**src/rtl/timing_pkg.sv**
```systemverilog
// timing_pkg: shared constants and width helper for the timing generator.
package timing_pkg;
  localparam int NUM_T_DEFAULT = 16;
  localparam bit WRAP = 1'b1;
  localparam bit HALT = 1'b0;
  function automatic int clog2_min1(input int n);
    int w;
    w = 1;
    for (int i = 1; i < 31; i++) if ((1 << i) < n) w = i + 1;
    return w;
  endfunction
endpackage

```
**src/rtl/tg_decoder.sv**
```systemverilog
// tg_decoder: binary state index to one-hot timing signal decode.
module tg_decoder #(
  parameter int CW = 4,
  parameter int N  = 16
) (
  input  logic [CW-1:0] idx,
  output logic [N-1:0]  onehot
);
  assign onehot = N'(1) << idx;
endmodule

```
**src/rtl/timing_generator.sv**
```systemverilog
// timing_generator: control-unit sequence counter with one-hot timing outputs.
module timing_generator
  import timing_pkg::*;
#(
  parameter int NUM_T     = NUM_T_DEFAULT,
  parameter bit WRAP_MODE = WRAP,
  localparam int CW       = clog2_min1(NUM_T)
) (
  input  logic          clock,
  input  logic          reset,
  input  logic          clr,
  input  logic          ld,
  input  logic [CW-1:0] ld_val,
  input  logic          en,
  output logic [NUM_T-1:0] t,
  output logic [CW-1:0] count,
  output logic          last,
  output logic          wrap,
  output logic          halted,
  output logic          ld_err
);
  localparam logic [CW-1:0] LAST  = CW'(NUM_T - 1);
  localparam logic [CW:0]   LIMIT = (CW + 1)'(NUM_T);
  logic [CW-1:0] count_q, count_d;
  logic halted_q, halted_d, wrap_q, wrap_d, ld_err_q, ld_err_d;
  always_comb begin
    count_d  = count_q;
    halted_d = halted_q;
    wrap_d   = 1'b0;
    ld_err_d = 1'b0;
    if (clr) begin
      count_d  = '0;
      halted_d = 1'b0;
    end else if (ld) begin
      // out-of-range loads are dropped so the counter never leaves 0..NUM_T-1
      if ({1'b0, ld_val} < LIMIT) begin
        count_d  = ld_val;
        halted_d = 1'b0;
      end else begin
        ld_err_d = 1'b1;
      end
    end else if (en) begin
      if (count_q != LAST) count_d = count_q + CW'(1);
      else if (WRAP_MODE) begin
        count_d = '0;
        wrap_d  = 1'b1;
      end else halted_d = 1'b1;
    end
  end
  always_ff @(posedge clock) begin
    if (!reset) begin
      count_q  <= '0;
      halted_q <= 1'b0;
      wrap_q   <= 1'b0;
      ld_err_q <= 1'b0;
    end else begin
      count_q  <= count_d;
      halted_q <= halted_d;
      wrap_q   <= wrap_d;
      ld_err_q <= ld_err_d;
    end
  end
  tg_decoder #(.CW(CW), .N(NUM_T)) u_dec (.idx(count_q), .onehot(t));
  assign count  = count_q;
  assign last   = count_q == LAST;
  assign wrap   = wrap_q;
  assign halted = halted_q;
  assign ld_err = ld_err_q;
endmodule
```
**config.mk**
```make
export PLATFORM = sky130hd
export DESIGN_NAME = timing_generator
export DESIGN_NICKNAME = d
export VERILOG_FILES = /design/src/rtl/timing_pkg.sv /design/src/rtl/tg_decoder.sv /design/src/rtl/timing_generator.sv
export SDC_FILE = /design/constraint.sdc
export NUM_CORES = 1
export LEC_CHECK = 0
export BUFFER_PORTS_ARGS = -buffer_cell sky130_fd_sc_hd__buf_2
export CORE_AREA = 2 2 39 41
export DETAILED_ROUTE_END_ITERATION = 10
export DIE_AREA = 0 0 41 43
export MAX_ROUTING_LAYER = met4
export PLACE_DENSITY = 0.78
export SLEW_MARGIN = 30
export SYNTH_ARGS = -nofsm -noshare
export SYNTH_HDL_FRONTEND = slang
export SYNTH_SLANG_ARGS = --single-unit
```
**constraint.sdc**
```tcl
create_clock -name clock -period 1.4 [get_ports clock]
set_clock_uncertainty 0.05 [all_clocks]
set_input_delay 0.35 -clock clock [delete_from_list [all_inputs] [get_ports clock]]
set_output_delay 0.35 -clock clock [all_outputs]
set_load 0.005 [all_outputs]
```
Yosys cells after proc, flatten, opt, wreduce, memory -nomap -nowiden
Index checks and enable logic that the tools add are counted.
- bits of input ports: 9
- logic and storage cells: 15
- flip-flop bits (word level): 5
- output and inout port bits: 24
- equality and inequality tests: 2
- shift operators: 1
- reductions and logical operators: 3
- bitwise logic cells: 2
- $add $sub $neg: 1
- mux-type cells: 4
- operators with widths (operator ; number):
    $shl 1x4->16 const A ; 1
    $mux 4 ; 3
    $add 4x1->4 const B ; 1
    $eq 4x4->1 const B ; 1
    $ne 4x4->1 const B ; 1
    $reduce_or 4->1 ; 1
    $not 1->1 ; 2
    $reduce_bool 2->1 ; 1
    $reduce_or 2->1 ; 1
    $mux 1 ; 1

Depth between registers and ports, before layout
Gate-level depths: netlist of the first run.
- depth in word-level cells: 4
- depth in mapped cells: 5
- depth with buffers taken out: 5

Hierarchy
From an unflattened synthesis of the first run, not the netlist that was laid out.
- cells, all modules: 52
- area total of the unflattened synthesis: 496.7 um^2
- by module, submodules not included (module ; times used ; cells each ; sequential area each (um^2) ; area each (um^2)):
    timing_generator ; 1 ; 32 ; 100.1 ; 270.3
    tg_decoder ; 1 ; 20 ; 0.0 ; 226.5

Worst setup path before layout of the first run
No wires, ideal clock.
- path kind: reg-to-reg
- from: register count_q[0] (netlist: count[0])
- to: register count_q[1] (netlist: count[1])
- data required time: 1230 ps
- slack: 59 ps
- setup time: 120 ps
- arrival time: 1171 ps
- buffers on the path: 0
- period minus slack after synthesis: 1341 ps
- stages on the path, launching flop included: 6
- cell sequence: dfxtp_1 -> inv_1 -> ha_1 -> mux2_2 -> mux2i_1 -> nor2_1
- word-level cells in the longest chain between the ends: 4
- elaborated cells on any way between the ends: 5
- those cells by class: add/sub (1); eq/ne (1); mux (3)
- RTL lines (element ; line ; text):
    start: declaration ; timing_generator.sv:24 ; logic [CW-1:0] count_q, count_d;
    start signal: assignment ; timing_generator.sv:57 ; count_q <= count_d;
    $add 4x1->4 or $ne 4x4->1 (tied branches) ; timing_generator.sv:43 ; if (count_q != LAST) count_d = count_q + CW'(1);
    $mux 4 * ; timing_generator.sv:43 ;
    $mux 4 * ; timing_generator.sv:42 ; end else if (en) begin
    $mux 4 * ; timing_generator.sv:34 ; end else if (ld) begin
Mark *: on every way between the ends. The rest lies on a longest branch, timed or not. The select of a mux whose other input is x is not followed.
A chain may end at the register's enable or synchronous reset.

Worst setup path after layout of the first run
- from: register count_q[1] (netlist: count[1])
- to: output port t[11]
- word-level cells in the longest chain between the ends: 1
- RTL lines (element ; line ; text):
    $shl 1x4->16 ; tg_decoder.sv:9 ; assign onehot = N'(1) << idx;
    end: declaration ; timing_generator.sv:15 ; output logic [NUM_T-1:0] t,
Every way passes these cells.

==> impl_metrics.py, run 1 <==
metrics = {
    "logic_synthesis": {
        "synth_warnings": 0,
        "syn-cell-area_um2": 494.2,
        "ys_ff_latch": 5,
        "synth-seq-area-share_pct": 20.25,
        "synth_top_family_by_area": "simple AND/OR/NAND/NOR gates",
        "muxShareOfSynthArea_pct": 4.304,
        "synth_xor_xnor_area_share_pct": 1.772,
        "synth_compound_area_share_pct": 7.089,
        "synth-edff-count": 0,
        "syn_inst": 61,
        "synth_flop_cell": "dfxtp_1",
        "async_reset_ff_share_pct": 0,
        "yosys.area_share.simple_pct": 41.01,
        "synthAdderAreaFrac_pct": 15.19,
        "syn_area_per_cell_um2": 8.102,
        "ys_types": 24,
    },
    "pwr": {
        "powerDensity_mw_per_mm2": 464.7,
        "peakVddDrop_mv": 0.4450,
        "leakage_uw": 0.0004699,
    },
    "floorplan": {
        "die_w_um": 41,
        "fp.coreArea_mm2": 0.001384,
        "rows": 14,
        "io_pins": 33,
        "start_util_pct": 35.71,
        "fp.dieH_um": 43,
        "dieArea_mm2": 0.001763,
    },
    "sta": {
        "period_share_pct": 113.0,
        "rsz0062_at_grt": "yes",
        "whs_ps": 302.4,
        "slew_viol_final": 0,
        "hold_viol_final": 0,
        "fmax_ghz": 0.6324,
        "setup_violations": 17,
        "timing.final.ws_setup_ps": -181.3,
        "period_needed_ps": 1581,
    },
    "place": {
        "gp_congestion": 0.7401,
        "post-place-ws_ps": -32.29,
        "postPlaceCellArea_um2": 695.7,
        "io_buffer_count": 30,
        "dp_hpwl_um": 949.4,
        "dp_cells": 111,
    },
    "detailed_routing": {
        "firstDrtPassIters": 4,
        "routedWlPerCell_um": 12.42,
        "route.vias.total": 571,
        "dr.first_iter.drc_count": 7,
        "wirelength_um": 1478,
        "drc_errors": 0,
        "ant_nets": 0,
        "viasPerCell": 4.798,
    },
    "cells_and_area": {
        "area_growth_pct": 95.95,
        "diodes": 0,
        "design_area_um2": 968.4,
        "drive_gt1_share_pct": 72.82,
        "ff_latch_area_um2": 110.1,
        "multiInputGateArea_um2": 478.0,
        "instances_no_fill": 119,
        "fin_nets": 119,
        "n_fill_cell": 106,
        "final_core_util_pct": 69.98,
    },
    "critical_path": {
        "path_class": "register to output pin",
        "crit_path_end_kind": "output pin",
        "cp_max_fo": 4,
        "worstPathArrival_ps": 1180,
        "critPathRequiredTime_ps": 1000,
        "start_kind": "register",
    },
    "cts": {
        "clkTransAtPathRegs_ps": 40,
        "cts-buffers-inserted": 3,
        "clock_latency_ps": 240,
        "cts_hold_buf": 0,
        "cts_buffer_depth": 2,
        "tritoncts": "done",
        "htree_levels": 1,
        "root_buffer": "clkbuf_4",
        "clock-sinks": 5,
    },
    "grt": {
        "grt_max_degree": 10,
        "grt_overflow": 0,
        "gr-usage-all-layers_pct": 17.80,
        "antenna_found_initial": 0,
        "grt_pass1_vias": 481,
        "grt_pass1_wl_um": 2070,
    },
    "min_path": {
        "hp-class": "input pin to register",
    },
    "status": {
        "status": "finished with violations",
        "violations": "setup timing",
    },
    "job": {
        "drv_cap": 0,
    },
}
critical path: stages, from the launching register on:
cell     delay (ps)
dfxtp_4         370
ha_4            180
ha_4            150
and2_4          130
buf_6           110
through the flow:
| step | TNS (ps) | power [µW] |
|---|---|---|
| 2_1_floorplan | 0 | 205.7 |
| 3_3_place_gp | 0 | 241.9 |
| 3_5_place_dp | -84.26 | 244.4 |
| 4_1_cts | -2386 | 439.4 |
| 5_1_grt | -2884 | 474.5 |
| 6_report | -2344 | 450.0 |
kinds of logic after synthesis:
family          after synthesis
other cells                   1
xor+xnor                      1
buf+inv                      10
flops                         5
compound gates                6
mux                           2
fa+ha+maj                     6
simple gates                 30
cells in the mapped netlist, drive strengths merged (2+ instances only):
| cell type | count | area, µm² |
|---|---|---|
| nor2 | 3 | 11.26 |
| buf | 4 | 25.02 |
| and2 | 11 | 72.57 |
| nand3 | 3 | 20.02 |
| ha | 6 | 75.07 |
| inv | 6 | 22.52 |
| dfxtp | 5 | 100.1 |
| and3 | 3 | 22.52 |
| nor2b | 3 | 18.77 |
| nor3b | 2 | 15.01 |
| a21oi | 4 | 20.02 |
| nand3b | 2 | 15.01 |
worst paths after layout:
check	end	from	depth (start not counted)	slack [ps]
hold reg to reg	wrap	count[2]	4	720
setup reg to reg	count[0]	count[1]	6	60
setup / recovery	t[11]	count[1]	4	-180
hold / removal	count[1]	ld_val[1]	3	300
placed cells by master, fill, tap and decap left out, drive strengths merged, types with 2 or more instances in the layout:
| cell type | netlist | final |
|---|---|---|
| buf | 4 | 41 |
| and2 | 11 | 11 |
| ha | 6 | 6 |
| inv | 6 | 6 |
| dfxtp | 5 | 5 |
| a21oi | 4 | 4 |
| clkbuf | 0 | 4 |
| nor2 | 3 | 3 |
| nor2b | 3 | 3 |
| and3 | 3 | 3 |
| nand3 | 3 | 3 |
| nand3b | 2 | 2 |
| nor3b | 2 | 2 |
| conb | 1 | 2 |
what timing repair did:
item | CTS | global route
buffers inserted | 2 | 2
setup endpoints to repair | 17 | 18
pin swaps | 8 | 5
gates resized for setup | 36 | 14
endpoints found under the hold margin | 0 | 0
flip-flops by register name, indices dropped and copies added, names as in the netlist:
signal  count
count       4
wrap        1
where the power goes:
part / switching, µW / leakage (µW) / total [µW] / internal [µW]
clock: 61.0 / 0.0000150 / 169 / 108
combinational: 57.6 / 0.000412 / 126 / 68.3
sequential: 9.13 / 0.0000431 / 155 / 146
total: 128 / 0.000470 / 450 / 322
area by class of cell:
class / count / share of cell area (%)
multi-input cells: 47 / 49.35
repair buffers: 41 / 31.65
flip-flops and latches: 5 / 11.37
inverters: 6 / 2.842
clock buffers: 4 / 2.713
well taps: 16 / 2.067
layer usage:
layer / vias up / global-route usage, % / routed length, µm
met5: - / - / 0
li1: 282 / - / -
met1: 256 / 19.94 / 556
met2: 33 / 29.06 / 837
met3: 0 / 1.571 / 84
met4: 0 / 10.00 / 0
(Power assumes the default switching activity.)
==> run 2: changes to the inputs <==
Settings changed: CORE_AREA 2 2 39 41 to 4 4 41 43, DIE_AREA 0 0 41 43 to 0 0 45 47.
==> impl_metrics.py, run 2 (synthesized netlist as in run 1, its figures left out) <==
metrics = {
    "status": {
        "status": "finished with violations",
        "violations": "setup timing",
    },
    "detailed_routing": {
        "routedWlPerCell_um": 12.14,
        "dr.first_iter.drc_count": 6,
        "wirelength_um": 1445,
        "drc_errors": 0,
        "ant_nets": 0,
        "firstDrtPassIters": 4,
        "viasPerCell": 4.933,
        "route.vias.total": 587,
    },
    "floorplan": {
        "fp.dieH_um": 47,
        "die_w_um": 45,
        "fp.coreArea_mm2": 0.001301,
        "io_pins": 33,
        "dieArea_mm2": 0.002115,
        "start_util_pct": 37.98,
        "rows": 13,
    },
    "critical_path": {
        "path_class": "register to output pin",
        "crit_path_end_kind": "output pin",
        "start_kind": "register",
        "critPathRequiredTime_ps": 1000,
        "cp_max_fo": 4,
        "worstPathArrival_ps": 1170,
    },
    "sta": {
        "slew_viol_final": 0,
        "whs_ps": 309.3,
        "period_share_pct": 112.4,
        "period_needed_ps": 1574,
        "timing.final.ws_setup_ps": -173.9,
        "setup_violations": 17,
        "hold_viol_final": 0,
        "rsz0062_at_grt": "yes",
        "fmax_ghz": 0.6354,
    },
    "grt": {
        "grt_overflow": 0,
        "grt_pass1_wl_um": 2387,
        "antenna_found_initial": 0,
        "grt_max_degree": 10,
        "gr-usage-all-layers_pct": 15.92,
        "grt_pass1_vias": 561,
    },
    "pwr": {
        "leakage_uw": 0.0004648,
        "peakVddDrop_mv": 0.3739,
        "powerDensity_mw_per_mm2": 455.9,
    },
    "cells_and_area": {
        "n_fill_cell": 97,
        "diodes": 0,
        "fin_nets": 120,
        "final_cell_mix": "21 x buf_2, 11 x buf_6, 10 x buf_4",
        "final_core_util_pct": 73.56,
        "ff_latch_area_um2": 115.1,
        "drive_gt1_share_pct": 73.08,
        "layout_commonest_cell": "buf_2",
        "area_growth_pct": 93.67,
        "largest_register_ffs": 4,
        "multiInputGateArea_um2": 467.9,
        "instances_no_fill": 119,
    },
    "place": {
        "gp_congestion": 0.8433,
        "dp_hpwl_um": 998.6,
        "io_buffer_count": 30,
        "dp_cells": 113,
    },
    "job": {
        "drv_cap": 0,
    },
    "cts": {
        "htree_levels": 1,
        "tritoncts": "done",
        "clkTransAtPathRegs_ps": 40,
        "clock_latency_ps": 240,
        "clock-sinks": 5,
        "root_buffer": "clkbuf_4",
        "cts_buffer_depth": 2,
        "cts-buffers-inserted": 3,
    },
    "min_path": {
        "hp-class": "input pin to register",
    },
}
-- run 2: cell types whose count changed in the layout (fill, tap and decap cells not counted), moves of 2 or more --
cell and change:
inv_1 -2, inv_2 +3, dfxtp_4 +2, buf_4 +2
buf_6 -2, dfxtp_2 -2
-- run 2: cell type report --
cell class	instances	area share [%]
inverters	6	2.614
flip-flops and latches	5	12.03
clock buffers	4	2.745
multi-input cells	47	48.89
repair buffers	42	31.76
well taps	15	1.961
-- run 2: report_power, final --
| part | switching (µW) | leakage [µW] | internal, µW |
|---|---|---|---|
| logic | 53.9 | 0.000406 | 65.4 |
| registers | 10.2 | 0.0000436 | 143 |
| clock network | 55.8 | 0.0000150 | 108 |
| total | 120 | 0.000465 | 316 |
-- run 2: stage by stage --
step / TNS [ps] / cell area [µm²] / setup WS (ps) / total power [µW]
3_3_place_gp: -41.58 / 716.9 / -23.61 / 245.5
2_1_floorplan: 0 / 498.0 / 58.59 / 205.7
6_report: -2204 / 957.2 / -173.9 / 436.4
5_1_grt: -2915 / 957.2 / -215.1 / 470.9
3_5_place_dp: -183.0 / 716.9 / -42.77 / 247.6
4_1_cts: -2361 / 878.3 / -181.1 / 430.0
-- run 2: worst paths after layout --
kind | startpoint | to | slack (ps) | cells after the start
setup / recovery | count[0] | t[11] | -170 | 4
hold / removal | ld_val[1] | count[1] | 310 | 3
setup reg to reg | count[0] | wrap | 70 | 6
hold reg to reg | count[2] | count[3] | 620 | 3
-- run 2: critical path, stage by stage, from the launching register on --
cell and delay [ps]:
dfxtp_4 360, ha_4 190, ha_4 160, and2_4 130
buf_6 100
-- run 2: timing repair --
action | CTS | global route
buffers inserted | 2 | 0
resized for setup | 32 | 17
hold buffers | 0 | 0
pin swaps | 7 | 6
endpoints found under the setup margin | 17 | 19
-- run 2: per-layer routing --
| metal | up-vias | track usage, % | wire length, µm |
|---|---|---|---|
| met5 | - | - | 0 |
| met4 | 0 | 7.602 | 27 |
| met3 | 2 | 2.682 | 97 |
| met2 | 28 | 27.97 | 765 |
| met1 | 273 | 17.31 | 555 |
| li1 | 284 | - | - |
==> run 3: changes to the inputs <==
Settings changed: ABC_AREA set to 1, PLACE_DENSITY 0.78 to 0.76.
==> impl_metrics.py, run 3 <==
metrics = {
    "logic_synthesis": {
        "synth-seq-area-share_pct": 21.45,
        "synth-edff-count": 0,
        "ys_ff_latch": 5,
        "synth_warnings": 0,
        "syn-cell-area_um2": 466.7,
        "yosys-top-cells-area": "dfxtp_1 21%, ha_1 16%, inv_1 14%",
        "synth_top_cell_area_share_pct": 21.45,
        "yosys.area.top_type": "dfxtp_1",
        "syn_area_per_cell_um2": 6.393,
        "ys_types": 17,
        "async_reset_ff_share_pct": 0,
        "yosysMostFrequentCell": "inv_1",
        "synth_flop_cell": "dfxtp_1",
        "syn_inst": 73,
        "synth_common_cells": "17 x inv_1, 10 x nand2_1, 9 x nor3_1, 7 x nor2_1, 6 x ha_1",
    },
    "critical_path": {
        "cp_max_fo": 4,
        "slowest_stage": "dfxtp_4",
        "crit_path_end_kind": "output pin",
        "start_kind": "register",
        "crit_path_cell_trace": "clkinvlp_4 > ha_4 > inv_1 > nor2_1 > buf_2",
        "worstPathArrival_ps": 1180,
        "ff2ff_setup_slack_ps": 140,
        "path_class": "register to output pin",
        "critPathRequiredTime_ps": 1000,
        "max_stage_delay_ps": 370,
    },
    "sta": {
        "slew_viol_final": 0,
        "hold_viol_final": 0,
        "whs_ps": 295.0,
        "setup_violations": 17,
        "fmax_ghz": 0.6337,
        "period_share_pct": 112.7,
        "period_needed_ps": 1578,
        "timing.final.ws_setup_ps": -178.0,
        "rsz0062_at_grt": "yes",
        "finalSetupTns_ps": -2242,
    },
    "cts": {
        "tritoncts": "done",
        "htree_levels": 1,
        "clock-sinks": 5,
        "root_buffer": "clkbuf_4",
        "cts_buffer_depth": 2,
        "cts-buffers-inserted": 3,
        "clkTransAtPathRegs_ps": 50,
        "clock_latency_ps": 250,
        "cts_hold_buf": 0,
    },
    "min_path": {
        "hp-class": "input pin to register",
    },
    "pwr": {
        "p_sw_uw": 137.7,
        "p_int_uw": 309.8,
        "clock_power_share_pct": 38.8,
        "seqPwrFrac_pct": 34.2,
        "powerDensity_mw_per_mm2": 503.0,
        "comb_power_share_pct": 27.0,
        "leakage_uw": 0.0004745,
        "fin_total_pwr_uw": 447.5,
        "peakVddDrop_mv": 0.2993,
        "swShare_pct": 30.76,
    },
    "grt": {
        "grt_pass1_vias": 573,
        "antenna_found_initial": 0,
        "grt_overflow": 0,
        "gr-usage-all-layers_pct": 16.16,
        "grt_pass1_wl_um": 2380,
        "grt_max_degree": 11,
    },
    "floorplan": {
        "die_w_um": 45,
        "fp.coreArea_mm2": 0.001301,
        "start_util_pct": 35.87,
        "fp.dieH_um": 47,
        "io_pins": 33,
        "dieArea_mm2": 0.002115,
        "rows": 13,
    },
    "place": {
        "io_buffer_count": 30,
        "gp_congestion": 0.9087,
        "dp_hpwl_um": 1134,
        "postPlaceCellArea_um2": 671.9,
    },
    "cells_and_area": {
        "diodes": 0,
        "fin_nets": 131,
        "n_fill_cell": 121,
        "largest_register_ffs": 4,
        "final_cell_mix": "29 x buf_2, 10 x inv_1, 10 x nand2_1",
        "design_area_um2": 889.6,
        "ff_latch_area_um2": 112.6,
        "layout_commonest_cell": "buf_2",
        "area_growth_pct": 90.62,
        "drive_gt1_share_pct": 63.48,
        "multiInputGateArea_um2": 401.6,
    },
    "detailed_routing": {
        "route.vias.total": 635,
        "wirelength_um": 1647,
        "drc_errors": 0,
        "viasPerCell": 4.885,
        "dr.first_iter.drc_count": 12,
        "routedWlPerCell_um": 12.67,
        "firstDrtPassIters": 4,
        "ant_nets": 0,
    },
    "job": {
        "drv_cap": 0,
    },
    "status": {
        "status": "finished with violations",
        "violations": "setup timing",
    },
}
==> run 3: cell type report <==
class | count | area share [%]
multi-input combinational | 48 | 45.15
timing repair buffer | 41 | 28.13
sequential | 5 | 12.66
inverter | 17 | 9.001
clock buffer | 4 | 2.954
tap | 15 | 2.110
==> run 3: power by group through the flow <==
stage,Combinational [µW],Sequential (µW),Clock [µW]
after floorplan,44.7,156,0
after global placement,83.9,155,0
after detailed placement,86.8,155,0
after CTS,103,151,179
after global routing,132,154,186
final,121,153,174
==> run 3: per-layer routing <==
layer	wire, µm	global-route usage, %
met1	629	16.63
met2	838	28.25
met3	155	3.448
met4	23	9.357
met5	0	-
==> run 3: critical path, delay by kind of cell, from the launching register on <==
kind	cells	cell delay, ps
adders and majority gates	1	200
and+or+nand+nor	1	30
buffers and inverters	3	330
DFF	1	370
==> run 3: timing repair <==
item,in CTS,in global routing
buffers inserted,2,2
pin swaps,5,4
hold endpoints to repair,0,0
gates resized for setup,29,16
endpoints found under the setup margin,17,18
==> run 3: worst paths after layout <==
check | from | to | depth (start not counted)
worst max-delay path | count[2] | t[3] | 5
worst min-delay path | clr | count[1] | 4
worst max register to register | count[2] | count[2] | 4
worst min register to register | count[3] | count[3] | 2
==> run 3: metrics by stage <==
stage | setup WS (ps) | util (%) | cells
after floorplan | 55.81 | - | 74
after global placement | 18.93 | 51.63 | 123
after detailed placement | 1.986 | 51.63 | 123
after CTS | -186.1 | 61.83 | 129
after global routing | -222.6 | 68.37 | 130
final | -178.0 | 68.37 | 130
==> run 3: logic make-up (layout without fill, tap and decap cells) <==
kind of cell,count (synthesis),count (layout),synth area share (%)
AND/OR/NAND/NOR,34,34,34.05
buffers and inverters,21,62,19.57
adder cells (fa/ha/maj),6,6,16.09
AO/OA/AOI/OAI,6,6,8.042
flip-flops,5,5,21.45
other,1,2,0.8035
